==> config.mk <==
export PLATFORM = sky130hd
export DESIGN_NAME = count_sequencer
export DESIGN_NICKNAME = d
export VERILOG_FILES = /design/src/rtl/count_sequencer.sv
export SDC_FILE = /design/constraint.sdc
export NUM_CORES = 1
export LEC_CHECK = 0
export BUFFER_PORTS_ARGS = -buffer_cell sky130_fd_sc_hd__clkbuf_2
export CAP_MARGIN = 20
export CORE_AREA = 10 10 47 49
export DETAILED_ROUTE_END_ITERATION = 8
export DIE_AREA = 0 0 57 59
export HOLD_SLACK_MARGIN = 0.15
export PLACE_DENSITY_LB_ADDON = 0.05
export SKIP_CTS_REPAIR_TIMING = 1
export SKIP_LAST_GASP = 1
export SLEW_MARGIN = 10
export SYNTH_ARGS = -nofsm -noshare
export SYNTH_HDL_FRONTEND = slang
export SYNTH_SLANG_ARGS = --single-unit
export TNS_END_PERCENT = 10
==> constraint.sdc <==
create_clock -name clock -period 4.9 [get_ports clock]
set_input_delay 0.49 -clock clock [delete_from_list [all_inputs] [get_ports clock]]
set_output_delay 0.49 -clock clock [all_outputs]
set_load 0.01 [all_outputs]
==> src/rtl/count_sequencer.sv <==
// Run controller for the 8-bit counter: clear, prescaled enables, stop at target.
// Define COUNT_SEQUENCER_AUTORELOAD_EN for back-to-back runs with a one-cycle done.
module count_sequencer #(
    parameter int TICK_DIV = 4
) (
    input  logic       clock,
    input  logic       clearb,
    input  logic       start,
    input  logic       stop,
    input  logic [7:0] target,
    input  logic [7:0] cnt_value,
    output logic       cnt_enable,
    output logic       cnt_clear,
    output logic       busy,
    output logic       done,
    output logic [1:0] state
);

    localparam int PW = (TICK_DIV > 1) ? $clog2(TICK_DIV) : 1;
    localparam logic [PW-1:0] LAST = PW'(TICK_DIV - 1);

    typedef enum logic [1:0] {
        IDLE  = 2'b00,
        CLEAR = 2'b01,
        RUN   = 2'b10,
        DONE  = 2'b11
    } state_t;

    state_t        cur;
    state_t        nxt;
    logic [PW-1:0] pre;
    logic [PW-1:0] pre_nxt;
    logic          hit;
    logic          tick;

    always_ff @(posedge clock or posedge clearb) begin
        if (clearb) begin
            cur <= IDLE;
            pre <= '0;
        end else begin
            cur <= nxt;
            pre <= pre_nxt;
        end
    end

    always_comb begin
        nxt        = cur;
        pre_nxt    = '0;
        cnt_enable = 1'b0;
        cnt_clear  = 1'b0;
        busy       = 1'b0;
        done       = 1'b0;
        hit        = (cnt_value == target);
        tick       = (pre == LAST);
        unique case (cur)
            IDLE: begin
                if (!stop && start) nxt = CLEAR;
            end
            CLEAR: begin
                cnt_clear = 1'b1;
                busy      = 1'b1;
                nxt       = stop ? IDLE : RUN;
            end
            RUN: begin
                busy       = 1'b1;
                pre_nxt    = tick ? '0 : pre + PW'(1);
                cnt_enable = tick && !hit && !stop;
                if (stop)     nxt = IDLE;
                else if (hit) nxt = DONE;
            end
            DONE: begin
                done = 1'b1;
`ifdef COUNT_SEQUENCER_AUTORELOAD_EN
                nxt = stop ? IDLE : CLEAR;
`else
                if (stop)       nxt = IDLE;
                else if (start) nxt = CLEAR;
`endif
            end
        endcase
    end

    assign state = cur;

endmodule
Yosys cells after proc, flatten, opt, wreduce, memory -nomap -nowiden
Cells that the tools add are included.
{"block": "classes", "addsub": 1, "n_eq_ne": 8, "n_mux": 13, "n_reduce_logical": 8}
{"op": "2-to-1 mux 2 bit", "n": 8}
{"op": "equality test 8 bit", "n": 1}
{"op": "one-hot mux 2 bit (4 select lines)", "n": 1}
{"op": "equality test 2 bit, second input constant", "n": 3}
{"op": "!= test 3 bit, second input constant", "n": 2}
{"op": "2-to-1 mux 1 bit", "n": 4}
{"op": "logical AND 1 bit", "n": 3}
{"op": "AND reduction 3 bit", "n": 1}
{"op": "adder 2 x 1 -> 2 bit, second input constant", "n": 1}
{"op": "equality test 2 x 1 -> 1 bit, second input constant", "n": 1}
{"op": "logical NOT 1 bit", "n": 2}
{"op": "logical NOT 2 bit", "n": 1}
{"op": "!= test 2 bit, second input constant", "n": 1}
{"op": "OR reduction 2 bit", "n": 1}
{"block": "totals", "wordCells": 32, "out_inout_bits": 6, "ff_bits": 4, "input_bits": 20}

Longest topological paths before layout
{"block": "logic_depth", "depth_word": 5, "depth_mapped": 5}

Worst setup path after synthesis
Ideal clock, no wire load.
{"block": "synth_path", "path_kind": "reg2reg", "start": "register cur[1] (netlist: state[1])", "end": "register cur[1] (netlist: state[1])", "t_arrival_ps": 1595, "synth_period_minus_slack_ps": 1681, "t_required_ps": 4813, "stages_incl_launch_ff": 6, "path_buffers": 0, "setup_ps": 87, "slack_ps": 3219, "path_cell_list": "dfrtp_1 > ha_1 > nor2b_1 > a2bb2oi_2 > or4_1 > o211ai_1"}
{"block": "synth_between", "elab_chain_len": 3, "elab_cells_between_ends": 9}
{"item": "from (decl)", "line_no": "29", "source": "state_t cur;"}
{"item": "from (signal assigned)", "line_no": "41", "source": "cur <= nxt;"}
{"item": "equality test 2 bit / logical NOT 2 bit (equally long branches)", "line_no": "55", "source": "unique case (cur)"}
{"item": "!= test 3 bit (no source line) / != test 2 bit (equally long branches)"}
{"item": "AND reduction 3 bit (no source line)"}
Several ways; a longest one is shown, not always the timed one.
A chain may end at the register's enable or synchronous reset.

Worst setup path after layout
{"block": "layout_path", "start": "register cur[0] (netlist: state[0])", "end": "output port cnt_enable"}
{"block": "layout_between", "elab_chain_len": 2}
{"item": "equality test 2 bit", "line_no": "55"}
{"item": "2-to-1 mux 1 bit", "line_no": "55"}
{"item": "to (decl)", "line_no": "12", "source": "output logic cnt_enable,"}
Every way passes these cells.

==> results.txt <==
- In this run, synthesis inferred 0 flip-flops with an integrated enable.
* Timing-limited maximum frequency: 481 MHz
- Post-synthesis instance area: 389 µm²
- At the end of routability-driven placement, the weighted congestion stood at 0.628.
- Cell with the most instances after synthesis: xnor2_1
* Top FF cell, synth: dfrtp_1
- Synthesis inferred 4 register bits.
- Entering global routing, the biggest net connects 9 pins.
- Max-cap violations in this run came to 0.
* Cell taking the most area after synthesis: dfrtp_1
* Most frequent cells after synthesis: 8 x xnor2_1, 6 x ha_1, 4 x dfrtp_1, 4 x inv_1
- Routed Antenna Nets: 0
- Clock root buffer master: clkbuf_4
- Power per unit of standard cell area: 387 nW/µm²
- Across every metal layer, demand over resource in global routing totals 0.0667.
* Via count of the first global-routing pass: 429
- Tcrit/Tclk final: 0.424
* VDD IR max: approximately 110 µV
* Drt wl/cell: 12.4 µm
- For the worst-skew pair, the clock arrives at the later sink with an insertion delay of around 240 ps.
- Synth async-reset ratio: 1.00
* Via/cell ratio: 4.51
- The finished cells cover 567 µm².
* Max-slew headroom at the worst pin: 0.830
- Summed over all cells, the static leakage comes to approximately 0.0003 µW.
- Measured in cells, the most critical reg-to-reg path has a length of 5.
- Setup clock skew after layout: between 5 and 6 ps
- The worst setup path is of the reg -> out kind.
- At the pin with the least slew margin, the transition time is 256 ps.
* Residual DRC: 0
- Clk buf depth: 2
- For the final routed database, the setup TNS stands at 0 ps.
* # nets final: 97
- Top-area cell type share of the netlist area: 0.257
* Main combinational cell family by area after synthesis: adder cells
- Once detailed placement completed, the half-perimeter wirelength came to 919 µm.
- Worst setup slack for register-to-register paths: 3210 ps
* Average footprint of a synthesized cell: a little under 10 µm²
* Width of the chip: 57 µm
* Detailed-route wire length: 1050 µm
* Sequential area share after synthesis: 0.257
- The worst register-to-register path ends at state[1].
- Of the total synthesized cell area, the portion taken by XOR and XNOR cells is 0.180.
- CTS saw 4 sinks.
- Before antenna repair, the detailed router went through 4 iterations.
* Core Box Area: around 1400 µm²
* Die H: 59 µm
- In this run the worst path has a maximum fanout of 6.
- Vias: 383
- Post-detailed-placement cell area: 534 µm²
* Fraction of synthesized area in multiplexers: 0
* Critical path endpoint category: primary output
- Global-route wire length before repair: 1790 µm
* Initial antenna violation count: 0
- For the worst setup path, the data required time is 4410 ps.
* TritonCTS clock tree: done
- The cell count after synthesis came out at 40.
- DRC marker count from the first detailed-route iteration: 5
- Hold Path Class: reg -> reg
- Top area cells in the synthesized netlist: dfrtp_1 26%, ha_1 19%, xnor2_1 18%, o2111ai_1 4.5%, a2bb2oi_2 3.9%
- H-tree lvl count: 1
- STA classifies the critical path startpoint as a flop.
- Area fraction in and, or, nand and nor cells after synthesis: 0.158
- Clock-pin slew was measured on the worst setup and hold paths at around 40 ps.
- Number of distinct library cell variants in the gate-level netlist after synthesis: 16
* Synthesis-to-finish area growth: 45.7%
- Share of cells above drive strength 1: 0.435
* Adder-cell area share of the yosys netlist: 0.193
- The flow ran to the end, and the final reports show no timing, DRC or antenna violations.
- Setup violations remaining at the end of the flow were counted as 0.
- Tracing the worst setup path back leads to its startpoint at state[0].
* Quantity of I/O buffers inserted on ports: 25
* Die Area: about 3400 µm²
* Final Hold Violating Endpoints: 0
- Antenna Diode Count: 0
* Data arrival time of the worst path: 1590 ps
* Net Count, Synth: between 60 and 70
- Counting I/O delays and the setup requirement, the final critical path takes 2080 ps.
- Setup repair after global routing left no endpoint under its margin.
- Total gr overflow: 0
- Post-synthesis compound-gate area fraction: 0.174
- Startpoint of the most critical register-to-register path: state[1]
* Number of pins exceeding their max-slew limit in the final report: 0
* Synthesis warning total: 0
- Placement Rows: 14
- Top-level port count: 26
* Initial Util: 0.278
- Critical path endpoint: cnt_enable
- In this run, CTS created clock tree buffers numbering 3.
kinds of logic after synthesis:
group	count (synthesis)
AOI/OAI and AO/OA	7
xor gates and xnor gates	8
adders and majority gates	6
buffers and inverters	4
DFF	4
and+or+nand+nor	11
where the power goes:
| group | switching (µW) | internal (µW) | total, µW |
|---|---|---|---|
| Sequential | 16.1 | 42.7 | 58.9 |
| Clock | 13.4 | 27.4 | 40.8 |
| Combinational | 59.9 | 59.5 | 119 |
cell type report:
class	instances	area (µm²)
Timing Repair Buffer	26	135
Clock buffer	3	22.5
Fill cell	157	835
Inverter	4	15.0
Sequential cell	4	100
Tap cell	16	20.0
Multi-Input combinational cell	32	274
worst min-delay path by stage:
stage	from	to	slack, ps	depth (start not counted)
2_1_floorplan	clearb	pre[0]	260	1
3_3_place_gp	clearb	state[1]	360	2
3_5_place_dp	clearb	state[1]	360	2
4_1_cts	clearb	state[1]	110	2
5_1_grt	pre[0]	pre[0]	460	1
6_report	pre[0]	pre[0]	450	1
flip-flops by register name (all words and copies together), names as in the netlist:
signal,count
state,2
pre,2
stage by stage:
stage	std cells	hold slack, ps	util	power (µW)	setup WS (ps)
after floorplan	40	256	-	137	3220
after global placement	81	360	0.381	183	2960
after detailed placement	81	363	0.381	181	2950
after CTS	84	110	0.397	223	2810
after global routing	85	460	0.404	243	2660
final	85	447	0.404	219	2820
cells in the final DEF (no fill, tap or decap):
cell type | Yosys | routed
ha_1 | 6 | 6
nor2b_1 | 1 | 1
nor2_1 | 2 | 2
dfrtp_1 | 4 | 4
o211ai_1 | 2 | 2
inv_1 | 4 | 4
o211a_1 | 1 | 1
clkbuf_2 | 0 | 25
and2_1 | 2 | 2
dlygate4sd3_1 | 0 | 1
clkbuf_4 | 0 | 3
nand4_1 | 2 | 2
or4_1 | 1 | 1
o2111ai_1 | 2 | 2
a2bb2oi_2 | 1 | 1
nor3b_1 | 1 | 1
nand2_1 | 2 | 2
a211o_2 | 1 | 1
xnor2_1 | 8 | 8
worst max-delay path, cell delays in order, from the launching register on:
cell and delay, ps:
dfrtp_1 440, inv_1 150, ha_1 270, o211a_1 230, and2_1 130, clkbuf_2 120
per-layer routing:
layer	track usage	share of wire	vias up	routed length [µm]
met3	0.0300	0.054	2	57
met5	0	0	-	0
met1	0.0717	0.41	165	434
li1	-	-	200	-
met4	0.0403	0.018	0	19
met2	0.105	0.51	16	540
Note: power is estimated with default switching activity, not from simulation.
